File: config.mk
export PLATFORM = sky130hd
export DESIGN_NAME = i2c_slave_tx_byte_ctrl_flat
export DESIGN_NICKNAME = d
export VERILOG_FILES = /design/src/rtl/i2c_slave_tx_byte_ctrl_pkg.sv /design/src/rtl/i2c_slave_tx_byte_ctrl_if.sv /design/src/rtl/i2c_slave_tx_byte_ctrl_sync_edge.sv /design/src/rtl/i2c_slave_tx_byte_ctrl.sv /design/src/flat_wrapper.sv
export SDC_FILE = /design/constraint.sdc
export NUM_CORES = 1
export LEC_CHECK = 0
export ABC_CLOCK_PERIOD_IN_PS = 5900
export BUFFER_PORTS_ARGS = -buffer_cell sky130_fd_sc_hd__buf_2
export CAP_MARGIN = 20
export CORE_UTILIZATION = 55
export CTS_CLUSTER_DIAMETER = 100
export DETAILED_ROUTE_END_ITERATION = 6
export PLACE_DENSITY = 0.88
export SYNTH_ARGS = -nofsm -noshare
export SYNTH_HDL_FRONTEND = slang
export SYNTH_HIERARCHICAL = 1
export SYNTH_SLANG_ARGS = --single-unit
File: constraint.sdc
create_clock -name clock -period 5.9 [get_ports clock]
set_clock_uncertainty 0.15 [all_clocks]
set_input_delay 0.885 -clock clock [delete_from_list [all_inputs] [get_ports clock]]
set_output_delay 0.885 -clock clock [all_outputs]
set_load 0.02 [all_outputs]
File: src/rtl/i2c_slave_tx_byte_ctrl_pkg.sv
// Shared definitions for the I2C slave transmit byte controller:
// FSM encoding, SDA drive levels and default sizing.
package i2c_pkg;

    localparam logic [1:0] ST_IDLE  = 2'd0;
    localparam logic [1:0] ST_SHIFT = 2'd1;
    localparam logic [1:0] ST_ACK   = 2'd2;
    localparam logic [1:0] ST_DONE  = 2'd3;

    typedef enum logic [1:0] {
        IDLE  = ST_IDLE,
        SHIFT = ST_SHIFT,
        ACK   = ST_ACK,
        DONE  = ST_DONE
    } state_t;

    localparam logic SDA_RELEASE   = 1'b1;
    localparam logic SDA_DRIVE_LOW = 1'b0;

    localparam int DEFAULT_SYNC_STAGES = 2;
    localparam int DEFAULT_DATA_WIDTH  = 8;

endpackage

File: src/rtl/i2c_slave_tx_byte_ctrl_if.sv
// Control bundle between the slave protocol FSM (master side)
// and the transmit byte controller (slave side).
interface i2c_slave_tx_byte_ctrl_if
    import i2c_pkg::*;
#(
    parameter int DATA_WIDTH = DEFAULT_DATA_WIDTH
) ();

    logic                  go;
    logic [DATA_WIDTH-1:0] data_in;
    logic                  abort;
    logic                  busy;
    logic                  finish;
    logic                  ack_ok;

    modport master (
        output go, data_in, abort,
        input  busy, finish, ack_ok
    );

    modport slave (
        input  go, data_in, abort,
        output busy, finish, ack_ok
    );

endinterface

File: src/rtl/i2c_slave_tx_byte_ctrl_sync_edge.sv
// Pin synchroniser with one history flop; flags edges of the
// synchronised level. Flops reset to 1 (idle bus level).
module i2c_sync_edge
    import i2c_pkg::*;
#(
    parameter int STAGES = DEFAULT_SYNC_STAGES
) (
    input  logic clock,
    input  logic reset_n,
    input  logic in,
    output logic sync,
    output logic rise,
    output logic fall
);

    logic [STAGES-1:0] chain;
    logic              hist;

    always_ff @(posedge clock or negedge reset_n) begin
        if (!reset_n) begin
            chain <= '1;
            hist  <= 1'b1;
        end else begin
            chain <= {chain[STAGES-2:0], in};
            hist  <= chain[STAGES-1];
        end
    end

    assign sync = chain[STAGES-1];
    assign rise = ~hist & sync;
    assign fall = hist & ~sync;

endmodule

File: src/rtl/i2c_slave_tx_byte_ctrl.sv
// Slave-transmit byte sequencer: shifts a latched byte out MSB
// first on SCL falls, then samples the master ACK on the 9th rise.
module i2c_slave_tx_byte_ctrl
    import i2c_pkg::*;
#(
    parameter int DATA_WIDTH  = DEFAULT_DATA_WIDTH,
    parameter int SYNC_STAGES = DEFAULT_SYNC_STAGES
) (
    input  logic                       clock,
    input  logic                       reset_n,
    i2c_slave_tx_byte_ctrl_if.slave    ctrl,
    input  logic                       scl,
    input  logic                       sda_in,
    output logic                       sda_out
);

    localparam int CW = $clog2(DATA_WIDTH + 1);

    logic scl_sync_unused;
    logic scl_rise;
    logic scl_fall;
    logic sda_sync;
    logic sda_rise_unused;
    logic sda_fall_unused;

    i2c_sync_edge #(.STAGES(SYNC_STAGES)) u_scl_sync (
        .clock   (clock),
        .reset_n (reset_n),
        .in      (scl),
        .sync    (scl_sync_unused),
        .rise    (scl_rise),
        .fall    (scl_fall)
    );

    // SDA uses the same depth so the ACK level lines up with the SCL rise flag
    i2c_sync_edge #(.STAGES(SYNC_STAGES)) u_sda_sync (
        .clock   (clock),
        .reset_n (reset_n),
        .in      (sda_in),
        .sync    (sda_sync),
        .rise    (sda_rise_unused),
        .fall    (sda_fall_unused)
    );

    state_t                state,    state_n;
    logic [DATA_WIDTH-1:0] shreg,    shreg_n;
    logic [CW-1:0]         cnt,      cnt_n;
    logic                  sda_q,    sda_n;
    logic                  busy_q,   busy_n;
    logic                  finish_q, finish_n;
    logic                  ack_q,    ack_n;

    always_ff @(posedge clock or negedge reset_n) begin
        if (!reset_n) begin
            state    <= IDLE;
            shreg    <= '0;
            cnt      <= '0;
            sda_q    <= SDA_RELEASE;
            busy_q   <= 1'b0;
            finish_q <= 1'b0;
            ack_q    <= 1'b0;
        end else begin
            state    <= state_n;
            shreg    <= shreg_n;
            cnt      <= cnt_n;
            sda_q    <= sda_n;
            busy_q   <= busy_n;
            finish_q <= finish_n;
            ack_q    <= ack_n;
        end
    end

    always_comb begin
        state_n  = state;
        shreg_n  = shreg;
        cnt_n    = cnt;
        sda_n    = sda_q;
        busy_n   = busy_q;
        finish_n = 1'b0;
        ack_n    = ack_q;

        unique case (state)
            IDLE: begin
                sda_n = SDA_RELEASE;
                if (ctrl.go) begin
                    shreg_n = ctrl.data_in;
                    cnt_n   = CW'(DATA_WIDTH);
                    busy_n  = 1'b1;
                    ack_n   = 1'b0;
                    state_n = SHIFT;
                end
            end
            SHIFT: begin
                // The extra fall after the last bit hands SDA to the master
                if (scl_fall) begin
                    if (cnt == '0) begin
                        sda_n   = SDA_RELEASE;
                        state_n = ACK;
                    end else begin
                        sda_n   = shreg[DATA_WIDTH-1];
                        shreg_n = shreg << 1;
                        cnt_n   = cnt - CW'(1);
                    end
                end
            end
            ACK: begin
                if (scl_rise) begin
                    ack_n    = ~sda_sync;
                    finish_n = 1'b1;
                    state_n  = DONE;
                end
            end
            DONE: begin
                busy_n  = 1'b0;
                state_n = IDLE;
            end
            default: state_n = IDLE;
        endcase

        if (ctrl.abort && state != IDLE) begin
            sda_n    = SDA_RELEASE;
            busy_n   = 1'b0;
            finish_n = 1'b0;
            ack_n    = 1'b0;
            state_n  = IDLE;
        end
    end

    assign sda_out     = sda_q;
    assign ctrl.busy   = busy_q;
    assign ctrl.finish = finish_q;
    assign ctrl.ack_ok = ack_q;

endmodule

File: src/flat_wrapper.sv
// flat-port wrapper written by rule: the top's interface ports become plain ports
module i2c_slave_tx_byte_ctrl_flat import i2c_pkg::*;
#(
    parameter int DATA_WIDTH  = DEFAULT_DATA_WIDTH,
    parameter int SYNC_STAGES = DEFAULT_SYNC_STAGES
)
  (clock, reset_n, scl, sda_in, sda_out, ctrl_go, ctrl_data_in, ctrl_abort, ctrl_busy, ctrl_finish, ctrl_ack_ok);
  i2c_slave_tx_byte_ctrl_if #(.DATA_WIDTH(DATA_WIDTH)) ctrl_i ();
  input  logic clock;
  input  logic reset_n;
  input  logic scl;
  input  logic sda_in;
  output logic sda_out;
  input wire logic [$bits(ctrl_i.go)-1:0] ctrl_go;
  input wire logic [$bits(ctrl_i.data_in)-1:0] ctrl_data_in;
  input wire logic [$bits(ctrl_i.abort)-1:0] ctrl_abort;
  output wire logic [$bits(ctrl_i.busy)-1:0] ctrl_busy;
  output wire logic [$bits(ctrl_i.finish)-1:0] ctrl_finish;
  output wire logic [$bits(ctrl_i.ack_ok)-1:0] ctrl_ack_ok;
  assign ctrl_i.go = ctrl_go;
  assign ctrl_i.data_in = ctrl_data_in;
  assign ctrl_i.abort = ctrl_abort;
  assign ctrl_busy = ctrl_i.busy;
  assign ctrl_finish = ctrl_i.finish;
  assign ctrl_ack_ok = ctrl_i.ack_ok;
  i2c_slave_tx_byte_ctrl #(.DATA_WIDTH(DATA_WIDTH), .SYNC_STAGES(SYNC_STAGES)) u_core (.clock(clock), .reset_n(reset_n), .ctrl(ctrl_i), .scl(scl), .sda_in(sda_in), .sda_out(sda_out));
endmodule
==> impl_metrics.toml, run 1 <==
[clocking]
cts_setup_buffers = 0
cts_sinks = 23
clk_path_buf_depth = 2
cts_buffers = 3
htreeDepth = 1
clock-root-buffer = "clkbuf_4"
cts_tree = "built"
postCtsHoldBufs = 0
ctsResizeCount = 0
clk_latency_ns = 0.30
clk_pin_slew_ns = 0.13

[sta]
finalHoldViolCount = 0
whs_ns = 0.215
layout_min_cycle_time_ns = 2.57
finalSetupTns_ns = 0
setup_viol = 0
period_share = 0.436
fmax_mhz = 389
rsz0062_at_grt = "no"
maxSlewViolCount = 0
relSlewSlack = 0.526
tightest_slew_ns = 0.710

[setup_path]
r2r_setup_slack_ns = 3.33
crit_slowest_cell = "ha_1"
crit_chain = "inv_1, ha_1, mux2i_1, or2_1, or4_1, nand3_1"
crit_fanout = 23
worst_path_largest_cell_delay_ns = 0.62
critPathKind = "flop to flop"
cp_top_family = "simple AND/OR/NAND/NOR gates"
cp_data_required_time_ns = 5.99
crit_buf_inv = 1
cp-end-kind = "flop"
start_kind = "flop"
crit_arrival_ns = 2.66

[die]
design.die.area_mm2 = 0.00235
start_util = 0.594
die_x_um = 48.5
core_area_mm2 = 0.00200
die_h_um = 48.5
rows = 16
ios = 18

[hold_path]
hold_path_class = "flop to flop"

[logic_synthesis]
yosys_warnings = 6
syn_avg_cell_area_um2 = 10.2
synth_cells = 117
netlist_area_mm2 = 0.00119
syn-num-nets = 137

[global_routing]
grt_max_degree = 24
gr-usage-all-layers = 0.228
grt-ovfl-total = 0
grt_pass1_wl_mm = 4.18
grt_pass1_vias = 975
antenna_found_initial = 0

[power]
vdd_drop_max_uv = 289
power_w = 0.000594
p_per_area_mw_per_mm2 = 454
p_leak_nw = 0.574

[detailed_routing]
post-route-drc-count = 0
wirelength_mm = 2.46
ant_nets = 0
dr_total_vias = 991
post_drt_via_cell_ratio = 6.23
dr.first_iter.drc_count = 32
detail_route.wl_per_cell_um = 15.5
dr.pass1.iters = 5

[cells_and_area]
area_growth_pct = 10.0
fillers = 165
seq_area_um2 = 583
multiInputGateArea_um2 = 556
layout-drive-gt1-share = 0.220
final_cells = 159
final_area_mm2 = 0.00131
antenna_cells = 0
final_nets = 153
mostFrequentLayoutCells = "buf_2 (17), dfrtp_1 (17), a21oi_1 (9), nor2_1 (8), o22ai_1 (7)"

[outcome]
status = "complete, no violations"

[job]
cap_viol_max_count = 0

[placement]
dp.cells = 155
place.port_buffers = 17
placed_cell_area_mm2 = 0.00128
dp_hpwl_mm = 1.80
place_congestion = 0.894
## report_power, final
part / total [W] / switching [W] / internal, W / leakage, nW
logic: 0.000273 / 0.000165 / 0.000108 / 0.288
registers: 0.000250 / 0.0000403 / 0.000210 / 0.268
clock network: 0.0000709 / 0.0000457 / 0.0000252 / 0.0177
total: 0.000594 / 0.000251 / 0.000343 / 0.574
## layout make-up
cell class	count	area share
Sequential cell	23	0.446
Multi-Input combinational cell	82	0.425
Timing Repair Buffer	17	0.0651
Tap cell	27	0.0258
Clock buffer	3	0.0172
Inverter	6	0.0172
Clock inverter	1	0.00383
## sequential cells by signal, indices dropped and copies added (netlist names)
name and cells:
u_core/ctrl.finish 1, u_core/u_scl_sync/chain 2, u_core/sda_out 1, u_core/shreg 8, u_core/u_scl_sync/hist 1, u_core/ctrl.ack_ok 1, u_core/cnt 4, u_core/ctrl.busy 1
u_core/u_sda_sync/chain 2, u_core/state 2
## per-stage QoR
stage	setup slack [ns]	utilization
after floorplan	3.84	-
after global placement	3.52	0.639
after detailed placement	3.38	0.639
after CTS	3.37	0.653
after global routing	3.15	0.653
final	3.33	0.653
## path summary, 6_finish.rpt
path / from / end / cells past startpoint
setup / recovery: u_core/state[1]$_DFFE_PN0P_ / u_core/cnt[2]$_DFFE_PN0P_ / 6
hold / removal: u_core/u_scl_sync/chain[0]$_DFF_PN1_ / u_core/u_scl_sync/chain[1]$_DFF_PN1_ / 0
setup reg to reg: u_core/state[1]$_DFFE_PN0P_ / u_core/cnt[2]$_DFFE_PN0P_ / 6
hold reg to reg: u_core/u_scl_sync/chain[0]$_DFF_PN1_ / u_core/u_scl_sync/chain[1]$_DFF_PN1_ / 0
max in group asynchronous: reset_n / u_core/sda_out$_DFFE_PN1P_ / 1
min in group asynchronous: reset_n / u_core/cnt[0]$_DFFE_PN0P_ / 1
## layer usage
metal  GRT usage  up-vias  part of all wire
met3      0.0220        6             0.052
met5           0        -                 0
li1            -      462                 -
met1       0.281      478              0.42
met2       0.408       45              0.51
met4      0.0931        0             0.020
Power figures use the tool's default switching activity.
==> run 2: changes to the inputs <==
--- a/config.mk
+++ b/config.mk
@@ -5,13 +5,13 @@
 export SDC_FILE = /design/constraint.sdc
 export NUM_CORES = 1
 export LEC_CHECK = 0
-export ABC_CLOCK_PERIOD_IN_PS = 5900
+export ABC_CLOCK_PERIOD_IN_PS = 2150
 export BUFFER_PORTS_ARGS = -buffer_cell sky130_fd_sc_hd__buf_2
 export CAP_MARGIN = 20
-export CORE_UTILIZATION = 55
+export CORE_UTILIZATION = 50
 export CTS_CLUSTER_DIAMETER = 100
 export DETAILED_ROUTE_END_ITERATION = 6
-export PLACE_DENSITY = 0.88
+export PLACE_DENSITY = 0.85
 export SYNTH_ARGS = -nofsm -noshare
 export SYNTH_HDL_FRONTEND = slang
 export SYNTH_HIERARCHICAL = 1
==> constraint.sdc (replaced) <==
create_clock -name clock -period 2.15 [get_ports clock]
set_clock_uncertainty 0.15 [all_clocks]
set_input_delay 0.3225 -clock clock [delete_from_list [all_inputs] [get_ports clock]]
set_output_delay 0.3225 -clock clock [all_outputs]
set_load 0.02 [all_outputs]
==> run 2 against run 1 <==
Effect of this change:
- worst hold slack got worse by 0.12 ns
- final cell count increased by 5.0%
- clock-buffer cell count unchanged
- total power rose to 2.9 times the previous value
- die area is 9.6% higher
- first-iteration DRC count down 9.4%
- register-to-register slack worse by 3.2 ns
- combinational power increased to 3.0 times the previous value
==> impl_metrics.toml, run 2 (same netlist as run 1, synthesis figures left out) <==
[die]
ios = 18
die_h_um = 50.8
core_area_mm2 = 0.00223
start_util = 0.532
die_x_um = 50.8
rows = 17
design.die.area_mm2 = 0.00258

[setup_path]
critPathKind = "flop to flop"
crit_arrival_ns = 2.14
start_kind = "flop"
cp_data_required_time_ns = 2.26
cp-end-kind = "flop"
crit_fanout = 7

[clocking]
postCtsHoldBufs = 3
cts_sinks = 23
cts_setup_buffers = 0
cts_tree = "built"
htreeDepth = 1
clk_path_buf_depth = 2
cts_buffers = 3
clk_latency_ns = 0.31
clk_pin_slew_ns = 0.12
clock-root-buffer = "clkbuf_4"
ctsResizeCount = 0

[cells_and_area]
mostFrequentLayoutCells = "buf_2 (17), dfrtp_1 (17), a21oi_1 (9), nor2_1 (8), o22ai_1 (7)"
top_register = "u_core/shreg"
final_area_mm2 = 0.00137
layout-drive-gt1-share = 0.237
final_nets = 160
antenna_cells = 0
area_growth_pct = 15.2
final_core_util = 0.613
largest_reg_flops = 8
reg_top3 = "u_core/shreg x8, u_core/cnt x4"

[power]
p_per_area_mw_per_mm2 = 1240
p_leak_nw = 0.606
power_w = 0.00170
vdd_drop_max_uv = 745

[placement]
place.port_buffers = 17
post-place-ws_ns = 0.168
dp_hpwl_mm = 1.86
placed_cell_area_mm2 = 0.00131
place_congestion = 0.744

[sta]
rsz0062_at_grt = "no"
worst_slack_ns = 0.114
relSlewSlack = 0.673
fmax_mhz = 491
maxSlewViolCount = 0
tightest_slew_ns = 0.490
period_share = 0.947
finalHoldViolCount = 0
setup_viol = 0
finalSetupTns_ns = 0
layout_min_cycle_time_ns = 2.04

[global_routing]
gr-usage-all-layers = 0.240
grt-ovfl-total = 0
grt_pass1_vias = 1033
antenna_found_initial = 0
grt_max_degree = 24
grt_pass1_wl_mm = 4.53

[detailed_routing]
dr.pass1.iters = 4
post-route-drc-count = 0
dr.first_iter.drc_count = 29
post_drt_via_cell_ratio = 6.02
dr_total_vias = 1005
detail_route.wl_per_cell_um = 15.3
ant_nets = 0
wirelength_mm = 2.56

[job]
cap_viol_max_count = 0

[hold_path]
hold_path_class = "primary input to flop"

[outcome]
status = "complete, no violations"
## run 2: changes by cell type in the layout (fill, tap and decap cells not counted), sizes merged
cell,previous run,this run
dlygate4sd3,0,3
buf,17,21
## run 2: critical path, cell delays in order (launching register included)
cell and delay, ns:
dfrtp_1 0.44, inv_1 0.09, ha_1 0.24, and4bb_1 0.25, or3b_1 0.50, o22ai_1 0.17, a22o_1 0.15
## run 2: final timing paths
path / from / end / slack [ns] / depth (start not counted)
min in group asynchronous: reset_n / u_core/shreg[1]$_DFFE_PN0P_ / 0.35 / 2
max in group asynchronous: reset_n / u_core/u_sda_sync/chain[0]$_DFF_PN1_ / 1.15 / 2
min: ctrl_data_in[0] / u_core/shreg[0]$_DFFE_PN0P_ / 0.1 / 2
max: u_core/state[1]$_DFFE_PN0P_ / u_core/cnt[1]$_DFFE_PN0P_ / 0.11 / 6
min reg2reg: u_core/u_sda_sync/chain[0]$_DFF_PN1_ / u_core/u_sda_sync/chain[1]$_DFF_PN1_ / 0.22 / 0
max reg2reg: u_core/state[1]$_DFFE_PN0P_ / u_core/cnt[1]$_DFFE_PN0P_ / 0.11 / 6
## run 2: routing by layer
layer | up-vias | part of all wire | GRT usage
met1 | 482 | 0.43 | 0.292
met5 | - | 0 | 0
li1 | 482 | - | -
met4 | 0 | 0.015 | 0.139
met2 | 37 | 0.52 | 0.396
met3 | 4 | 0.040 | 0.0424
## run 2: per-stage QoR
| step | cells | hold slack (ns) |
|---|---|---|
| 2_1_floorplan | 117 | -0.123 |
| 3_3_place_gp | 160 | 0.158 |
| 3_5_place_dp | 160 | 0.168 |
| 4_1_cts | 167 | 0.0838 |
| 5_1_grt | 167 | 0.0847 |
| 6_report | 167 | 0.0980 |
## run 2: report_power, final
part,internal (W),switching (W)
sequential,0.000576,0.000114
combinational,0.000344,0.000465
clock,0.0000695,0.000128
## run 2: area by class of cell
| cell class | instances | area, um^2 |
|---|---|---|
| multi-input cells | 82 | 556 |
| well taps | 28 | 35.0 |
| flip-flops and latches | 23 | 583 |
| clock inverters | 1 | 5.00 |
| fillers | 188 | 865 |
| clock buffers | 3 | 22.5 |
| repair buffers | 24 | 145 |
| inverters | 6 | 22.5 |
